[config.mk]
export PLATFORM = sky130hd
export DESIGN_NAME = alu_exec_unit_flat
export DESIGN_NICKNAME = d
export VERILOG_FILES = /design/src/rtl/alu_pkg.sv /design/src/rtl/alu_exec_unit_if.sv /design/src/rtl/alu_mul_seq.sv /design/src/rtl/alu_exec_unit.sv /design/src/flat_wrapper.sv
export SDC_FILE = /design/constraint.sdc
export NUM_CORES = 1
export LEC_CHECK = 0
export CAP_MARGIN = 20
export CORE_ASPECT_RATIO = 1.75
export CORE_UTILIZATION = 25
export CTS_CLUSTER_DIAMETER = 150
export DETAILED_ROUTE_END_ITERATION = 6
export GPL_TIMING_DRIVEN = 0
export MAX_ROUTING_LAYER = met4
export PLACE_DENSITY = 0.52
export SLEW_MARGIN = 20
export SYNTH_ARGS = -nofsm -noshare
export SYNTH_HDL_FRONTEND = slang
export SYNTH_SLANG_ARGS = --single-unit
[constraint.sdc]
create_clock -name clk -period 4.5 [get_ports clk]
set_input_delay 0.9 -clock clk [delete_from_list [all_inputs] [get_ports clk]]
set_output_delay 0.9 -clock clk [all_outputs]
set_load 0.02 [all_outputs]
[src/rtl/alu_pkg.sv]
// Shared encodings for the ALU execution unit: opcode values and FSM state type.
package alu_pkg;

  localparam int ALU_OP_W = 3;

  typedef enum logic [ALU_OP_W-1:0] {
    ALU_ADD = 3'b000,
    ALU_SUB = 3'b001,
    ALU_OR  = 3'b010,
    ALU_AND = 3'b011,
    ALU_MUL = 3'b100
  } alu_op_e;

  typedef enum logic [1:0] {
    S_IDLE = 2'b00,
    S_MUL  = 2'b01,
    S_DONE = 2'b10
  } alu_state_e;

endpackage

[src/rtl/alu_exec_unit_if.sv]
// Request/response bundle of the ALU execution unit; master issues, slave executes.
interface alu_exec_unit_if
  import alu_pkg::*;
#(
  parameter int WIDTH = 32
);

  logic                start;
  logic [ALU_OP_W-1:0] ALUCtr;
  logic [WIDTH-1:0]    srcA;
  logic [WIDTH-1:0]    srcB;
  logic [WIDTH-1:0]    result;
  logic                zero;
  logic                err;
  logic                done;
  logic                busy;

  modport master (
    output start, ALUCtr, srcA, srcB,
    input  result, zero, err, done, busy
  );

  modport slave (
    input  start, ALUCtr, srcA, srcB,
    output result, zero, err, done, busy
  );

endinterface

[src/rtl/alu_mul_seq.sv]
// Iterative shift-add multiplier datapath: one partial-product step per cycle, WIDTH steps.
module alu_mul_seq #(
  parameter int WIDTH = 32
) (
  input  logic             clk,
  input  logic             rst_n,
  input  logic             load,
  input  logic             step,
  input  logic [WIDTH-1:0] mcand_in,
  input  logic [WIDTH-1:0] mplier_in,
  output logic             last,
  output logic [WIDTH-1:0] acc_next
);

  localparam int CNT_W = $clog2(WIDTH + 1);

  logic [WIDTH-1:0] acc;
  logic [WIDTH-1:0] mcand;
  logic [WIDTH-1:0] mplier;
  logic [CNT_W-1:0] cnt;

  // The final step's sum is exposed combinationally so the top can capture it
  // on the same edge that leaves the MUL state.
  assign acc_next = acc + (mplier[0] ? mcand : '0);
  assign last     = (cnt == CNT_W'(1));

  // NOTE: sequential state uses non-blocking assignments so every register
  // samples pre-edge values; blocking here would create order-dependent races.
  // The datapath registers are few and are cleared on reset so an aborted
  // multiply leaves no stale partial product behind.
  always_ff @(posedge clk or negedge rst_n) begin
    if (!rst_n) begin
      acc    <= '0;
      mcand  <= '0;
      mplier <= '0;
      cnt    <= '0;
    end else if (load) begin
      acc    <= '0;
      mcand  <= mcand_in;
      mplier <= mplier_in;
      cnt    <= CNT_W'(WIDTH);
    end else if (step) begin
      acc    <= acc_next;
      mcand  <= mcand << 1;
      mplier <= mplier >> 1;
      cnt    <= cnt - CNT_W'(1);
    end
  end

endmodule

[src/rtl/alu_exec_unit.sv]
// ALU execution unit: single-cycle add/sub/or/and, multi-cycle unsigned multiply,
// registered result/zero/err with a one-cycle done pulse.
module alu_exec_unit
  import alu_pkg::*;
#(
  parameter int WIDTH = 32
) (
  input  logic            clk,
  input  logic            rst_n,
  alu_exec_unit_if.slave  bus
);

  alu_state_e       state;
  alu_state_e       state_next;
  logic             accept;
  logic             op_is_mul;
  logic             mul_load;
  logic             mul_last;
  logic [WIDTH-1:0] mul_acc_next;
  logic [WIDTH-1:0] alu_res;
  logic             alu_err;
  logic [WIDTH-1:0] result_q;
  logic             zero_q;
  logic             err_q;

  assign accept    = bus.start && (state != S_MUL);
  assign op_is_mul = (bus.ALUCtr == ALU_MUL);
  assign mul_load  = accept && op_is_mul;

  alu_mul_seq #(.WIDTH(WIDTH)) u_mul_seq (
    .clk       (clk),
    .rst_n     (rst_n),
    .load      (mul_load),
    .step      (state == S_MUL),
    .mcand_in  (bus.srcA),
    .mplier_in (bus.srcB),
    .last      (mul_last),
    .acc_next  (mul_acc_next)
  );

  // NOTE: every output of a combinational block gets a default before the case,
  // so no path leaves a value unassigned and no latch is inferred.
  always_comb begin
    alu_res = '0;
    alu_err = 1'b0;
    case (bus.ALUCtr)
      ALU_ADD: alu_res = bus.srcA + bus.srcB;
      ALU_SUB: alu_res = bus.srcA - bus.srcB;
      ALU_OR:  alu_res = bus.srcA | bus.srcB;
      ALU_AND: alu_res = bus.srcA & bus.srcB;
      ALU_MUL: alu_res = '0;
      default: alu_err = 1'b1;
    endcase
  end

  always_comb begin
    state_next = state;
    case (state)
      S_IDLE, S_DONE: begin
        if (accept)               state_next = op_is_mul ? S_MUL : S_DONE;
        else if (state == S_DONE) state_next = S_IDLE;
      end
      S_MUL:   if (mul_last) state_next = S_DONE;
      default: state_next = S_IDLE;
    endcase
  end

  always_ff @(posedge clk or negedge rst_n) begin
    if (!rst_n) state <= S_IDLE;
    else        state <= state_next;
  end

  // Outputs change only on the edge that enters DONE and hold otherwise.
  always_ff @(posedge clk or negedge rst_n) begin
    if (!rst_n) begin
      result_q <= '0;
      zero_q   <= 1'b1;
      err_q    <= 1'b0;
    end else if (state == S_MUL && mul_last) begin
      result_q <= mul_acc_next;
      zero_q   <= (mul_acc_next == '0);
      err_q    <= 1'b0;
    end else if (accept && !op_is_mul) begin
      result_q <= alu_res;
      zero_q   <= (alu_res == '0);
      err_q    <= alu_err;
    end
  end

  assign bus.result = result_q;
  assign bus.zero   = zero_q;
  assign bus.err    = err_q;
  assign bus.done   = (state == S_DONE);
  assign bus.busy   = (state == S_MUL);

endmodule

[src/flat_wrapper.sv]
// flat-port wrapper written by rule: the top's interface ports become plain ports
module alu_exec_unit_flat import alu_pkg::*;
#(
  parameter int WIDTH = 32
)
  (clk, rst_n, bus_start, bus_ALUCtr, bus_srcA, bus_srcB, bus_result, bus_zero, bus_err, bus_done, bus_busy);
  alu_exec_unit_if #(.WIDTH(WIDTH)) bus_i ();
  input  logic clk;
  input  logic rst_n;
  input wire logic [$bits(bus_i.start)-1:0] bus_start;
  input wire logic [$bits(bus_i.ALUCtr)-1:0] bus_ALUCtr;
  input wire logic [$bits(bus_i.srcA)-1:0] bus_srcA;
  input wire logic [$bits(bus_i.srcB)-1:0] bus_srcB;
  output wire logic [$bits(bus_i.result)-1:0] bus_result;
  output wire logic [$bits(bus_i.zero)-1:0] bus_zero;
  output wire logic [$bits(bus_i.err)-1:0] bus_err;
  output wire logic [$bits(bus_i.done)-1:0] bus_done;
  output wire logic [$bits(bus_i.busy)-1:0] bus_busy;
  assign bus_i.start = bus_start;
  assign bus_i.ALUCtr = bus_ALUCtr;
  assign bus_i.srcA = bus_srcA;
  assign bus_i.srcB = bus_srcB;
  assign bus_result = bus_i.result;
  assign bus_zero = bus_i.zero;
  assign bus_err = bus_i.err;
  assign bus_done = bus_i.done;
  assign bus_busy = bus_i.busy;
  alu_exec_unit #(.WIDTH(WIDTH)) u_core (.clk(clk), .rst_n(rst_n), .bus(bus_i));
endmodule
======== Word level (Yosys, flattened, before mapping) ========
Index checks and enable logic that the tools add are counted.
storage, ports and cells
  bits in read-only memories .............. 0
  bits in writable memories ............... 0
  logic and storage cells ................. 60
  bits in latches ......................... 0
  register bits ........................... 138
  memories ................................ 0
cells by class
  eq/ne operators ......................... 10
  magnitude comparators ................... 0
  add/subtract/negate cells ............... 4
  bitwise gates (word level) .............. 2
  multiplexer cells ....................... 22
  multiply operators ...................... 0
  shifts and indexed selects .............. 0
  divide/modulo/power cells ............... 0
  reduce and logical (&&, ||, !) cells .... 14
operators by type and width
  kind                                                                      number
  32-bit two-way mux                                                        9
  32-bit one-hot mux with 4 select lines                                    1
  32-bit adder                                                              2
  32-bit zero test                                                          2
  32-bit AND                                                                1
  32-bit bitwise OR                                                         1
  32-bit subtractor                                                         1
  6-bit two-way mux                                                         2
  2-bit two-way mux                                                         4
  3-bit by 2-bit == test with 1-bit output (second input constant)          2
  6-bit by 1-bit == test with 1-bit output (second input constant)          1
  6-bit by 1-bit subtractor with 6-bit output (second input constant)       1
  1-bit two-way mux                                                         5
  5-bit OR reduction                                                        1
  1-bit logical AND                                                         4
  2-bit by 1-bit inequality test with 1-bit output (second input constant)  2
  2-bit one-hot mux with 2 select lines                                     1
  2-bit nonzero test                                                        2
  3-bit by 1-bit == test with 1-bit output (second input constant)          1
  3-bit == test (second input constant)                                     1
  3-bit zero test                                                           1
  3-bit by 2-bit inequality test with 1-bit output (second input constant)  1
  2-bit by 1-bit == test with 1-bit output (second input constant)          1
  2-bit == test (second input constant)                                     1
  4 further kinds                                                           4

======== Logic depth before layout (Yosys ltp) ========
Gate-level depths: netlist of the first run.
  word-level depth ........................ 5
  gate-level depth with buffers ........... 23

======== Modules after synthesis ========
From an unflattened synthesis of the first run, not the netlist that was laid out.
second synthesis, totals
  cell total of the unflattened synthesis .. 1418
  area, all modules ....................... 11713.7 um^2
modules (own cells, without submodules)
  module         instances  cells an instance  area each (um^2)
  alu_mul_seq    1          699                6454.9
  alu_exec_unit  1          719                5258.8

======== Worst setup path after synthesis of the first run ========
Ideal clock, no wire load.
  kind .................................... in2reg
  start point ............................. in bus_srcB[12]
  end point ............................... reg u_core.zero_q, in the netlist u_core.bus.zero
  data required time ...................... 4.428 ns
  arrival ................................. 4.697 ns
  path buffers ............................ 1
  cell stages on the path ................. 19
  slack ................................... -0.269 ns
  cells stage by stage .................... or3_1 > or2_1 > nor4_2 > nor3b_2 > nand3b_1 > nand2_1 > xor2_1 > ha_1 > clkbuf_1 > a21o_1 > a31o_2 > a221oi_1 > o211a_1 > o21ai_1 > xor2_1 > mux2_1 > o21ai_1 > a31oi_1 > o21ai_1
between the ends
  cells in the longest elaborated chain, start to end .. 5
RTL lines
  item                                       line                 source
  from (decl)                                flat_wrapper.sv:13   input wire logic [$bits(bus_i.srcB)-1:0] bus_srcB;
  32-bit subtractor (tied with other cells)  alu_exec_unit.sv:48  ALU_SUB: alu_res = bus.srcA - bus.srcB;
  32-bit one-hot mux with 4 select lines *   alu_exec_unit.sv:46  case (bus.ALUCtr)
  32-bit zero test *                         alu_exec_unit.sv:85  zero_q <= (alu_res == '0);
  1-bit two-way mux *                        alu_exec_unit.sv:83  end else if (accept && !op_is_mul) begin
  1-bit two-way mux *                        alu_exec_unit.sv:79  end else if (state == S_MUL && mul_last) begin
  to (signal assigned)                       alu_exec_unit.sv:81  zero_q <= (mul_acc_next == '0);
  to (signal assigned)                       alu_exec_unit.sv:85
  to (decl)                                  alu_exec_unit.sv:23  logic zero_q;
Mark *: on every way between the ends. The rest lies on a longest branch, timed or not. The select of a mux whose other input is x is not followed.
A chain may end at the register's enable or synchronous reset.

======== Worst setup path in the final report of the first run ========
Same ends and word-level chain as after synthesis.

==> results.yml, run 1 <==
grt:
  grt-ovfl-total: 0
  grt_usage: 0.211
  grt_pass1_vias: 11500
  grt_max_degree: 82
  grt_pass1_wl_um: 69100
  antenna_found_initial: 0
critical_path:
  r2r_cells: 15
  critical_path.cell_chain: "buf_8 > or3_4 > or2_4 > nor4_4 > nor3b_4 > nand3b_1 > nand2_1 > xor2_1 > ha_1 > a21o_1 > a31o_4 > a221oi_4 > nand4_1 > nand2_2 > nor4_4 > and4_1 > and4_1 > and4_4 > nand4_1 > o21ai_1"
  critPathLaunchType: "input port"
  crit_arrival_ns: 4.92
  critPathMaxFanout: 4
  crit_cells: 20
  critPathCaptureType: "flop"
  required_ns: 4.88
  critPathTopFamily: "simple AND/OR/NAND/NOR gates"
  slowest_delay_ns: 0.37
  worst-path-buf-inv: 1
  critPathKind: "input port to flop"
  cpMaxStageDelayCell: "or3_4"
power:
  p_int_uw: 3760
  p_switching_uw: 2980
  p_comb_frac: 0.477
  clkPwrFrac: 0.216
  powerDensity_nw_per_um2: 470
  switching_share: 0.442
  power_frac_seq: 0.307
  total_leakage_power_uw: 0.00628
  vdd_drop_max_uv: 300
routing:
  antenna_left: 0
  drc: 4
  vias: 11200
  wl_per_cell_um: 22.2
  drt_first_pass_iters: 7
  drtIter0Drc: 691
  drt-total-wl_um: 46100
  avgViaCountPerCell: 5.38
yosys:
  synthCells: 1331
  ys.warnings.count: 0
  yosysSeqAreaShare: 0.313
  syn_nets: 1470
  syn_area_um2: 11000
  async_flop_share: 1.00
  syn_area_per_cell_um2: 8.29
  synth_ff_type: "dfrtp_1"
  yosys_register_bits: 138
  synth_edf_count: 0
  ys_types: 98
place:
  gp_congestion: 0.944
  dpl-instance-area_um2: 12800
  dp_slack_ns: -2.55
  port_buffers: 101
  place_hpwl_um: 36900
cts:
  cts_tree: "done"
  holdBufCountCts: 0
  clkSlewWorstSetupHoldPaths_ns: 0.07
  htreeDepth: 4
  clockBufferDepth: 2
  clock_sinks: 138
  clk_latency_ns: 0.46
  numCtsBuffers: 17
  root_buffer: "clkbuf_16"
final_layout:
  drive_gt1_frac: 0.147
  layout_common_cells: "nand2_1 (228), dfrtp_1 (137), clkdlybuf4s50_1 (81), a22oi_1 (73), o21ai_0 (64)"
  nets: 1634
  utilization: 0.330
  final_common_cell: "nand2_1"
  num-fill-cells: 4625
  diodes: 0
  area_growth_pct: 29.8
  fin_area_um2: 14300
status:
  status: "finished, violations left"
  violations: "DRC, setup timing"
sta:
  finalWorstSetupSlack_ns: -0.0460
  rsz0062_at_grt: "yes"
  period_needed_ns: 4.55
  hold_viol_final: 0
  finClkSkew_ns: 0.0124
  fin_crit_sh: 1.01
  final_max_slew_viol_count: 0
  setup_viol: 2
  relSlewSlack: 0.360
  max_freq_ghz: 0.220
  tightest_slew_ns: 0.960
job:
  maxCapViolCount: 0
die:
  dieWidth_um: 161
  coreArea_um2: 43500
  num_io_pins: 106
  start_util: 0.254
  die_area_um2: 45000
  die_h_um: 280
  rows: 101
hold_path:
  hold_class: "input port to asynchronous set/reset pin"
synthesized netlist by cell type (all sizes together) (7+ instances only):
cell    count  area share
xnor2      41       0.033
and3        7      0.0040
o221ai     15       0.012
o31ai      12      0.0082
clkbuf     61       0.024
inv        30       0.010
o211a       7      0.0063
o21ai      80       0.036
nor3       26       0.012
o22ai      20       0.011
nand3      35       0.016
a21oi      71       0.032
xor2       40       0.032
dfrtp     137        0.31
o211ai     13      0.0088
a21o       33       0.023
nand2     235       0.080
buf        12      0.0061
o21a        7      0.0048
and4        8      0.0063
nor2b       8      0.0045
nand2b     12      0.0068
a22oi      75       0.051
a31oi       7      0.0040
nand4      12      0.0068
a211oi     17       0.012
ha         67       0.076
or3         9      0.0052
nor4        7      0.0045
nor2       62       0.021
a22o        9      0.0075
maj3       21       0.019
and2       40       0.023
flip-flops by register name (all words and copies together), names as in the netlist:
name,flops
u_core.bus.err,1
u_core.bus.result,32
u_core.bus.zero,1
u_core.state,2
u_core.u_mul_seq.acc,32
u_core.u_mul_seq.cnt,6
u_core.u_mul_seq.mcand,32
u_core.u_mul_seq.mplier,32
logic make-up (layout without fill, tap and decap cells):
kind of cell | after synthesis | in the layout | share of synthesized area
AOI/OAI and AO/OA | 433 | 433 | 0.274
xor gates and xnor gates | 81 | 81 | 0.0643
adders and majority gates | 90 | 90 | 0.0986
buffers and inverters | 104 | 281 | 0.0410
DFF | 138 | 138 | 0.313
muxes | 2 | 2 | 0.00204
and+or+nand+nor | 483 | 483 | 0.207
power by group through the flow:
stage / Clock (uW) / Sequential, uW / Combinational [uW]
6_report: 1450 / 2070 / 3210
5_1_grt: 1520 / 2130 / 3520
4_1_cts: 1470 / 2060 / 3120
3_5_place_dp: 0 / 2090 / 3030
3_3_place_gp: 0 / 2080 / 2990
2_1_floorplan: 0 / 2040 / 1980
repair_timing:
item                       4_1_cts  5_1_grt
setup endpoints to repair       31        9
pin swaps                       28       44
hold endpoints to repair         0        0
resized for setup              128       86
buffers inserted                34       17
path summary, 6_finish.rpt:
kind                                                   startpoint                                     end  slack (ns)
setup / recovery                                     bus_srcB[12]             u_core.bus.zero$_DFFE_PN1P_       -0.05
hold / removal                                              rst_n    u_core.u_mul_seq.acc[28]$_DFFE_PN0P_        0.35
setup reg to reg           u_core.u_mul_seq.mplier[0]$_DFFE_PN0P_             u_core.bus.zero$_DFFE_PN1P_        0.19
hold reg to reg            u_core.u_mul_seq.mplier[5]$_DFFE_PN0P_  u_core.u_mul_seq.mplier[5]$_DFFE_PN0P_        0.48
max in group asynchronous                                   rst_n     u_core.u_mul_seq.acc[4]$_DFFE_PN0P_        3.36
min in group clk           u_core.u_mul_seq.mplier[5]$_DFFE_PN0P_  u_core.u_mul_seq.mplier[5]$_DFFE_PN0P_        0.48
through the flow:
stage / instances / total power, uW / TNS (ns) / hold WS [ns]
after global routing: 2074 / 7170 / -0.340 / 0.398
after floorplan: 1331 / 4020 / -0.181 / 0.446
final: 2074 / 6730 / -0.0746 / 0.346
after detailed placement: 1999 / 5110 / -44.08 / 0.463
after global placement: 1998 / 5070 / -515.86 / 0.459
after CTS: 2060 / 6650 / -0.382 / 0.376
layout make-up:
class | instances | area (um^2) | area share
multi-input combinational | 1089 | 7690 | 0.537
sequential | 138 | 3450 | 0.241
timing repair buffer | 153 | 1410 | 0.0986
tap | 566 | 708 | 0.0494
clock buffer | 17 | 425 | 0.0297
buffer | 65 | 362 | 0.0252
clock inverter | 15 | 154 | 0.0107
inverter | 31 | 124 | 0.00864
layer usage:
layer  GRT usage  part of all wire  wire length [um]
met5           -                 0                 0
met4       0.140             0.071              3290
met3      0.0229             0.024              1110
met2       0.395              0.54             25000
met1       0.203              0.36             16700
(Power assumes the default switching activity.)
==> inputs of run 2 (changes only) <==
--- a/config.mk
+++ b/config.mk
@@ -13,6 +13,7 @@
 export GPL_TIMING_DRIVEN = 0
 export MAX_ROUTING_LAYER = met4
 export PLACE_DENSITY = 0.52
+export SETUP_SLACK_MARGIN = 0.02
 export SLEW_MARGIN = 20
 export SYNTH_ARGS = -nofsm -noshare
 export SYNTH_HDL_FRONTEND = slang
==> constraint.sdc (replaced) <==
create_clock -name clk -period 4.2 [get_ports clk]
set_input_delay 0.84 -clock clk [delete_from_list [all_inputs] [get_ports clk]]
set_output_delay 0.84 -clock clk [all_outputs]
set_load 0.02 [all_outputs]
==> run 2 against run 1 <==
Compared with the run above: the flow finishes with violations (setup timing); via count is 0.41% higher; global-route usage is 0.14 points lower; clock skew is 0.0033 ns lower; critical endpoint unchanged; largest cell class unchanged.
==> results.yml, run 2 (same netlist as run 1, synthesis figures left out) <==
sta:
  hold_viol_final: 0
  setup_viol: 4
  relSlewSlack: 0.318
  rsz0062_at_grt: "yes"
  fin_crit_sh: 1.07
  period_needed_ns: 4.48
  max_freq_ghz: 0.223
  finClkSkew_ns: 0.00908
  final_max_slew_viol_count: 0
  tightest_slew_ns: 1.02
  finalWorstSetupSlack_ns: -0.279
critical_path:
  required_ns: 4.58
  critPathMaxFanout: 10
  critPathCaptureType: "flop"
  r2r_cells: 14
  crit_arrival_ns: 4.86
  critPathKind: "input port to flop"
  critPathLaunchType: "input port"
die:
  rows: 101
  num_io_pins: 106
  coreArea_um2: 43500
  die_h_um: 280
  start_util: 0.254
  die_area_um2: 45000
  dieWidth_um: 161
cts:
  htreeDepth: 4
  clkSlewWorstSetupHoldPaths_ns: 0.06
  clockBufferDepth: 2
  holdBufCountCts: 0
  clock_sinks: 138
  numCtsBuffers: 17
  clk_latency_ns: 0.45
  cts_tree: "done"
  root_buffer: "clkbuf_16"
grt:
  grt_usage: 0.210
  grt_max_degree: 87
  grt-ovfl-total: 0
  antenna_found_initial: 0
  grt_pass1_vias: 11400
  grt_pass1_wl_um: 68600
final_layout:
  fin_cells: 2067
  area_growth_pct: 30.9
  diodes: 0
  nets: 1627
  layout_common_cells: "nand2_1 (230), dfrtp_1 (137), clkdlybuf4s50_1 (82), a22oi_1 (71), o21ai_0 (62)"
  drive_gt1_frac: 0.147
  final_common_cell: "nand2_1"
place:
  port_buffers: 101
  dp_slack_ns: -2.82
  place_hpwl_um: 37400
  placed_cells: 1999
  gp_congestion: 0.962
routing:
  avgViaCountPerCell: 5.42
  wl_per_cell_um: 22.2
  drt_first_pass_iters: 5
  antenna_left: 0
  drc: 0
  drt-total-wl_um: 45900
  vias: 11200
  drtIter0Drc: 664
power:
  clkPwrFrac: 0.216
  total_leakage_power_uw: 0.00631
  p_int_uw: 4100
  power_frac_seq: 0.306
  p_comb_frac: 0.478
  switching_share: 0.434
  p_switching_uw: 3150
  vdd_drop_max_uv: 310
  powerDensity_nw_per_um2: 502
hold_path:
  hold_class: "input port to asynchronous set/reset pin"
status:
  status: "finished, violations left"
  violations: "setup timing"
job:
  maxCapViolCount: 0
-- run 2: worst paths after layout --
kind	slack (ns)	startpoint	to
max	-0.28	bus_ALUCtr[1]	u_core.bus.zero$_DFFE_PN1P_
min	0.39	rst_n	u_core.u_mul_seq.acc[30]$_DFFE_PN0P_
max reg2reg	-0.07	u_core.u_mul_seq.mplier[0]$_DFFE_PN0P_	u_core.bus.zero$_DFFE_PN1P_
min reg2reg	0.48	u_core.u_mul_seq.mplier[10]$_DFFE_PN0P_	u_core.u_mul_seq.mplier[10]$_DFFE_PN0P_
max in group asynchronous	3.07	rst_n	u_core.bus.result[5]$_DFFE_PN0P_
min in group clk	0.48	u_core.u_mul_seq.mplier[10]$_DFFE_PN0P_	u_core.u_mul_seq.mplier[10]$_DFFE_PN0P_
-- run 2: through the flow --
| stage | hold WS [ns] | area (um^2) | utilization | total power, uW | TNS [ns] |
|---|---|---|---|---|---|
| after CTS | 0.426 | 14000 | 0.321 | 7170 | -1.07 |
| final | 0.394 | 14500 | 0.332 | 7250 | -0.539 |
| after detailed placement | 0.465 | 12800 | 0.295 | 5480 | -53.94 |
| after global routing | 0.448 | 14500 | 0.332 | 7720 | -1.16 |
| after floorplan | 0.446 | 11100 | - | 4310 | -0.661 |
| after global placement | 0.460 | 12800 | 0.295 | 5440 | -559.84 |
-- run 2: critical path, stage by stage --
cell	delay, ns
clkbuf_8	0.15
clkbuf_8	0.18
buf_4	0.20
nor3_4	0.22
buf_4	0.17
nor2_1	0.05
xnor2_1	0.12
ha_1	0.36
and2b_4	0.21
o2111a_2	0.25
o31a_1	0.29
or3_1	0.34
a32o_2	0.29
nor4_4	0.21
and4_4	0.30
and4_1	0.19
and4_4	0.24
nand4_1	0.09
o21ai_1	0.14
-- run 2: final cells by class --
class / instances / area (um^2)
plain buffers: 65 / 357
flip-flops and latches: 138 / 3450
inverters: 31 / 141
well taps: 566 / 708
fillers: 4665 / 29000
repair buffers: 146 / 1390
multi-input cells: 1089 / 7800
clock inverters: 14 / 160
clock buffers: 18 / 439
-- run 2: power by group through the flow --
stage | Sequential [uW] | Clock [uW] | Combinational (uW)
detailed placement | 2240 | 0 | 3250
floorplan | 2180 | 0 | 2120
CTS | 2210 | 1600 | 3360
global route | 2280 | 1650 | 3800
global placement | 2230 | 0 | 3210
finish | 2220 | 1570 | 3470
-- run 2: what timing repair did --
action,CTS,global route
endpoints found under the setup margin,32,16
gates resized for setup,137,95
gates cloned,0,0
pin swaps,36,55
buffers inserted,29,16
endpoints found under the hold margin,0,0
-- run 2: metal layers --
| metal | vias up | global-route usage | wire length, um |
|---|---|---|---|
| met4 | 0 | 0.136 | 3340 |
| li1 | 5245 | - | - |
| met2 | 340 | 0.391 | 24800 |
| met1 | 5461 | 0.202 | 16200 |
| met3 | 152 | 0.0253 | 1490 |
| met5 | - | - | 0 |
